--- src/rtl/ssd_pkg.sv ---
// Shared constants and helpers for the seven-segment scan controller.
// Holds the hex glyph table, the blank pattern and the digit-count limit.
package ssd_pkg;

    // Largest display the scan controller supports; sizes the digit index.
    localparam int NDIG_MAX = 8;

    typedef logic [6:0] seg_t;

    // Segment order is a..g from bit 6 down to bit 0, active-high.
    localparam seg_t SEG_BLANK = 7'b0000000;

    localparam seg_t GLYPH [0:15] = '{
        7'b1111110, // 0
        7'b0110000, // 1
        7'b1101101, // 2
        7'b1111001, // 3
        7'b0110011, // 4
        7'b1011011, // 5
        7'b1011111, // 6
        7'b1110000, // 7
        7'b1111111, // 8
        7'b1111011, // 9
        7'b1110111, // A
        7'b0011111, // b
        7'b1001110, // C
        7'b0111101, // d
        7'b1001111, // E
        7'b1000111  // F
    };

    function automatic seg_t hex_to_seg(input logic [3:0] h);
        return GLYPH[h];
    endfunction

endpackage

--- src/rtl/ssd_tick_gen.sv ---
// Free-running prescaler that emits a registered one-cycle tick every
// CLK_DIV clocks. Ports: clk, reset (sync, active-high), tick (out).
module ssd_tick_gen #(
    parameter int CLK_DIV = 200000
) (
    input  logic clk,
    input  logic reset,
    output logic tick
);

    localparam int CW = (CLK_DIV > 1) ? $clog2(CLK_DIV) : 1;
    localparam logic [CW-1:0] LAST = CW'(CLK_DIV - 1);

    logic [CW-1:0] cnt;

    // tick is high for the cycle right after the count reaches LAST,
    // so the first tick after reset lands exactly CLK_DIV edges later.
    always_ff @(posedge clk) begin
        if (reset) begin
            cnt  <= '0;
            tick <= 1'b0;
        end else begin
            tick <= (cnt == LAST);
            cnt  <= (cnt == LAST) ? '0 : cnt + CW'(1);
        end
    end

endmodule

--- src/rtl/ssd_scan_ctrl.sv ---
// Multiplexed seven-segment scan controller with shadowed display data.
// Ports: clk, reset, load, data, dp, blank_mask, blink_mask, lz_en in;
//        an (anodes), seg (a..g), dp_out, tick (digit advance) out.
module ssd_scan_ctrl
    import ssd_pkg::*;
#(
    parameter int NDIG           = 4,
    parameter int CLK_DIV        = 200000,
    parameter int GUARD          = 1,
    parameter int BLINK_DIV      = 128,
    parameter bit AN_ACTIVE_LOW  = 1'b1,
    parameter bit SEG_ACTIVE_LOW = 1'b1
) (
    input  logic              clk,
    input  logic              reset,
    input  logic              load,
    input  logic [4*NDIG-1:0] data,
    input  logic [NDIG-1:0]   dp,
    input  logic [NDIG-1:0]   blank_mask,
    input  logic [NDIG-1:0]   blink_mask,
    input  logic              lz_en,
    output logic [NDIG-1:0]   an,
    output logic [6:0]        seg,
    output logic              dp_out,
    output logic              tick
);

    localparam int IW = $clog2(NDIG_MAX);
    localparam int GW = (GUARD > 0) ? $clog2(GUARD + 1) : 1;
    localparam int BW = (BLINK_DIV > 1) ? $clog2(BLINK_DIV) : 1;

    localparam logic [IW-1:0]   IDX_LAST   = IW'(NDIG - 1);
    localparam logic [GW-1:0]   GUARD_V    = GW'(GUARD);
    localparam logic [BW-1:0]   BLINK_LAST = BW'(BLINK_DIV - 1);
    localparam logic [NDIG-1:0] AN_XOR     = {NDIG{AN_ACTIVE_LOW}};
    localparam seg_t            SEG_XOR    = {7{SEG_ACTIVE_LOW}};

    logic [IW-1:0]     idx;
    logic [GW-1:0]     guard_q;
    logic [BW-1:0]     bcnt;
    logic              blink_phase;

    logic [4*NDIG-1:0] sh_data;
    logic [NDIG-1:0]   sh_dp;
    logic [NDIG-1:0]   sh_blank;
    logic [NDIG-1:0]   sh_blink;

    logic [NDIG-1:0]   onehot;
    logic [NDIG-1:0]   sup;
    logic [3:0]        nib;
    logic              run;

    logic [GW-1:0]     guard_eff;
    logic              guard_dark;
    logic              blank_b;
    logic              blink_b;
    logic              dp_b;
    logic              sup_b;
    logic              dark;
    logic [NDIG-1:0]   an_h;
    seg_t              seg_h;
    logic              dp_h;

    ssd_tick_gen #(
        .CLK_DIV (CLK_DIV)
    ) u_tick (
        .clk   (clk),
        .reset (reset),
        .tick  (tick)
    );

    // Digit select and leading-zero mask.  The suppression run starts at
    // the top digit and stops at the first nonzero nibble; digit 0 is
    // never part of it, so an all-zero value still shows a single 0.
    always_comb begin
        onehot = '0;
        nib    = '0;
        sup    = '0;
        run    = lz_en;
        for (int i = 0; i < NDIG; i++) begin
            if (idx == IW'(i)) begin
                onehot[i] = 1'b1;
                nib       = sh_data[4*i +: 4];
            end
        end
        for (int i = NDIG - 1; i > 0; i--) begin
            run    = run & (sh_data[4*i +: 4] == 4'h0);
            sup[i] = run;
        end
    end

    // The tick edge itself counts as the first guard cycle, so GUARD
    // dark cycles follow each advance and the new anode comes up after.
    assign guard_eff  = tick ? GUARD_V : guard_q;
    assign guard_dark = |guard_eff;

    assign blank_b = |(sh_blank & onehot);
    assign blink_b = |(sh_blink & onehot);
    assign dp_b    = |(sh_dp & onehot);
    assign sup_b   = |(sup & onehot);

    // A suppressed zero keeps its anode only to light a requested dp.
    assign dark  = guard_dark | blank_b | (blink_phase & blink_b)
                 | (sup_b & ~dp_b);
    assign an_h  = dark ? '0 : onehot;
    assign seg_h = (dark | sup_b) ? SEG_BLANK : hex_to_seg(nib);
    assign dp_h  = ~dark & dp_b;

    // Shadow capture: idx and shadow both update on the same edge, so a
    // load coinciding with an advance never shows old data on new idx.
    always_ff @(posedge clk) begin
        if (reset) begin
            sh_data  <= '0;
            sh_dp    <= '0;
            sh_blank <= '0;
            sh_blink <= '0;
        end else if (load) begin
            sh_data  <= data;
            sh_dp    <= dp;
            sh_blank <= blank_mask;
            sh_blink <= blink_mask;
        end
    end

    // Scan position and blink phase, both stepped by the digit tick.
    always_ff @(posedge clk) begin
        if (reset) begin
            idx         <= '0;
            bcnt        <= '0;
            blink_phase <= 1'b0;
        end else if (tick) begin
            idx <= (idx == IDX_LAST) ? '0 : idx + IW'(1);
            if (bcnt == BLINK_LAST) begin
                bcnt        <= '0;
                blink_phase <= ~blink_phase;
            end else begin
                bcnt <= bcnt + BW'(1);
            end
        end
    end

    always_ff @(posedge clk) begin
        if (reset) begin
            guard_q <= '0;
        end else begin
            guard_q <= guard_dark ? guard_eff - GW'(1) : '0;
        end
    end

    // Pin register; polarity is folded in as the last step.
    always_ff @(posedge clk) begin
        if (reset) begin
            an     <= AN_XOR;
            seg    <= SEG_BLANK ^ SEG_XOR;
            dp_out <= SEG_ACTIVE_LOW;
        end else begin
            an     <= an_h ^ AN_XOR;
            seg    <= seg_h ^ SEG_XOR;
            dp_out <= dp_h ^ SEG_ACTIVE_LOW;
        end
    end

endmodule

--- config.mk ---
export PLATFORM = sky130hd
export DESIGN_NAME = ssd_scan_ctrl
export DESIGN_NICKNAME = d
export VERILOG_FILES = /design/src/rtl/ssd_pkg.sv /design/src/rtl/ssd_tick_gen.sv /design/src/rtl/ssd_scan_ctrl.sv
export SDC_FILE = /design/constraint.sdc
export NUM_CORES = 1
export LEC_CHECK = 0
export CAP_MARGIN = 20
export CORE_MARGIN = 10
export CORE_UTILIZATION = 50
export CTS_CLUSTER_DIAMETER = 200
export DETAILED_ROUTE_END_ITERATION = 10
export GPL_TIMING_DRIVEN = 0
export PLACE_DENSITY = 0.8
export SLEW_MARGIN = 20
export SYNTH_ARGS = -nofsm -noshare
export SYNTH_HDL_FRONTEND = slang
export SYNTH_SLANG_ARGS = --single-unit
--- constraint.sdc ---
create_clock -name clk -period 3.5 [get_ports clk]
set_input_delay 0.875 -clock clk [delete_from_list [all_inputs] [get_ports clk]]
set_output_delay 0.875 -clock clk [all_outputs]
set_load 0.05 [all_outputs]
==> reports/summary.txt <==
Worst Clk Skew = 0.00683 ns
Post-route cell area = 0.00389 mm^2
Clock Power Share = 34.9%
First DRT Iteration DRCs = 133
Hold Violations, Final = 0
Total power = 0.00159 W
Skew-Pair Late Insertion Delay = 0.35 ns
Largest delay share family, worst path = compound AO/OA/AOI/OAI gates
Relative slew slack = 48.7%
First-pass GRT wire length = 12.1 mm
Number of global-route vias before repair = 2667
Largest net degree at the start of global routing = 11
Cts hold-fix bufs = 0
Mapped Cells = 345
Ports = 45
P_sw = 0.000398 W
Crit-path max FO = 10
Final GP Congestion = 0.867
Largest cells by area after synthesis = dfxtp_1 (44%), mux2i_1 (10%), nor2_1 (7.8%)
Yosys reg bits = 71
Distinct cells, synth = 50
Combinational Power Share = 11.5%
CTS tree = built
Fin crit period = 2.93 ns
Hold Crit Class = flop to flop
Crit path kind = flop to flop
Period utilization = 83.6%
Top cell type's share of synthesized area = 44.3%
Switch share = 24.9%
Total Routed Length = 7.01 mm
Setup Fix Bufs, Post-CTS = 0
CTS resizes = 0
DP HPWL = 5.21 mm
CTS Buffer Depth = 2
Die X-Extent = 100 um
Layout cells sized above 1 = 7.20%
Initial Util = 51.1%
Max-Cap Viols = 0
Final setup viols = 0
Worst EP required = 3.71 ns
TritonRoute pass-1 iters = 4
Worst r2r src = idx[0]
# DRC = 0
Slew of the pin with the lowest slew margin = 0.769 ns
Cell taking the most area after synthesis = dfxtp_1
Die height = 100 um
Full die area = 0.0100 mm^2
Critical Path Start = idx[0]
CP Cell Sequence = inv_1 -> ha_1 -> buf_2 -> a21oi_1 -> o21ai_0 -> a32oi_1 -> inv_1 -> ha_1 -> a211oi_1 -> o21a_1 -> o21ai_0
Hold Path Depth = 1
Slew Limit Fails = 0
TritonCTS Buffers = 9
Port bufs = 43
Async S/R FF share, synth = 0%
TNS Setup = 0 ns
RSZ-0062 raised after global routing = no
Worst path arrival time = 3.14 ns
Post-synth EDFFs = 0
Leakage = 1.57 nW
Top cells by count, synth = dfxtp_1 (71), nor2_1 (67), mux2i_1 (33)
Critical-path top delay cell = a32oi_1
Slowest stage delay, CP = 0.60 ns
Hold path start = u_tick.cnt[0]
Setup slack, reg-to-reg = 0.57 ns
GRT Overall Usage = 14.5%
Initial antenna violation count = 0
Nets = 443
Primary FF master, synth = dfxtp_1
Total number of vias = 2598
Clock sink count = 71
Fmax = 342 MHz
Sequential area share after synthesis = 44.3%
Worst R2R Path Depth = 11
Ant diodes = 0
Area delta synth->final = 21.3%
Reg2reg end = seg[6]
Wire length per cell = 14.6 um
Synthesized Nets = 389
Post-route ant nets = 0
CP Capture Type = flop
Fill cells = 541
Pwr Density = 409 mW/mm^2
Synthesis Warnings = 0
Site Rows = 29
Worst VDD drop = 0.225 mV
Crit path launch type = flop
DR vias/cell = 5.41
Avg Synthesized Cell Area = 9.31 um^2
Floorplan core area = 0.00628 mm^2
Status = complete, no violations
Top-count cell post-synth = dfxtp_1
Reg clk slew, reported paths = 0.07 ns
Hold EP = u_tick.cnt[0]
Remaining global-route overflow = 0
WP buf/inv = 3
Flop pwr share = 53.5%
Internal cell power = 0.00120 W
Final hold slack = 0.456 ns
Cell area after synthesis = 0.00321 mm^2
Cell Area, Placed = 0.00374 mm^2
H-tree levels = 3
Root Driver = clkbuf_8
-- power groups by stage --
| stage | sequential, W | clock [W] | combinational, W |
|---|---|---|---|
| 5_1_grt | 0.000857 | 0.000598 | 0.000202 |
| 2_1_floorplan | 0.000890 | 0 | 0.0000926 |
| 6_report | 0.000854 | 0.000557 | 0.000184 |
| 3_3_place_gp | 0.000871 | 0 | 0.000180 |
| 3_5_place_dp | 0.000872 | 0 | 0.000184 |
| 4_1_cts | 0.000854 | 0.000563 | 0.000185 |
-- area by class of cell --
class | count | area [um^2] | share of cell area [%]
multi-input cells | 247 | 1660 | 42.5
flip-flops and latches | 71 | 1420 | 36.5
repair buffers | 43 | 430 | 11.1
clock buffers | 14 | 153 | 3.92
well taps | 77 | 96.3 | 2.47
plain buffers | 16 | 92.6 | 2.38
inverters | 11 | 41.3 | 1.06
clock inverters | 1 | 5.00 | 0.128
-- registers in the layout, indices dropped and copies added (netlist names) --
signal	flops
sh_blink	4
guard_q	1
u_tick.tick	1
bcnt	7
u_tick.cnt	18
sh_blank	4
idx	3
sh_dp	4
blink_phase	1
dp_out	1
seg	7
sh_data	16
an	4
-- layout by cell type (no fill, tap or decap), types with 2 or more instances in the layout --
cell type | netlist | layout
a211oi_2 | 2 | 2
xor2_1 | 14 | 14
buf_6 | 3 | 3
a21oi_1 | 6 | 6
nor4_1 | 5 | 5
a211oi_1 | 4 | 4
nand2_1 | 25 | 25
o21ai_0 | 4 | 4
clkdlybuf4s50_1 | 0 | 43
clkbuf_1 | 5 | 9
nor2_1 | 67 | 67
dfxtp_1 | 71 | 71
o221ai_1 | 2 | 2
a22oi_1 | 3 | 3
nor2b_1 | 5 | 5
ha_1 | 12 | 12
a21o_1 | 2 | 2
a211o_1 | 3 | 3
mux2i_1 | 33 | 33
xnor2_1 | 9 | 9
inv_1 | 11 | 11
and2_1 | 2 | 2
and3_1 | 3 | 3
clkbuf_8 | 0 | 10
nand3b_1 | 2 | 2
nand4_1 | 7 | 7
o211ai_1 | 2 | 2
a221oi_1 | 2 | 2
buf_2 | 8 | 8
nor3_1 | 5 | 5
nand3_1 | 7 | 7
-- per-stage QoR --
step           util (%)  std cells  worst slack (ns)
3_5_place_dp       59.5        465             0.662
5_1_grt            62.0        480             0.296
3_3_place_gp       59.5        465             0.717
4_1_cts            62.0        480             0.634
2_1_floorplan         -        345              1.08
6_report           62.0        480             0.573
-- per-layer routing --
metal	vias to the layer above	GRT usage [%]	routed length, um
li1	1296	-	-
met1	1216	17.2	3100
met2	74	23.6	3360
met3	12	5.08	455
met4	0	5.33	95
met5	-	0	0
-- cells by family after synthesis --
kind of cell | synth area share, %
AO/OA/AOI/OAI | 11.0
XOR/XNOR | 6.27
adder cells (fa/ha/maj) | 4.68
buffers and inverters | 4.17
flip-flops | 44.3
multiplexers | 10.3
other | 0.117
AND/OR/NAND/NOR | 19.2
-- worst max-delay path by stage --
stage / endpoint / cells after the start
CTS: seg[6] / 11
global route: seg[6] / 11
detailed placement: seg[6] / 11
floorplan: seg[6] / 12
finish: seg[6] / 11
global placement: seg[6] / 11
Note: power is estimated with default switching activity, not from simulation.
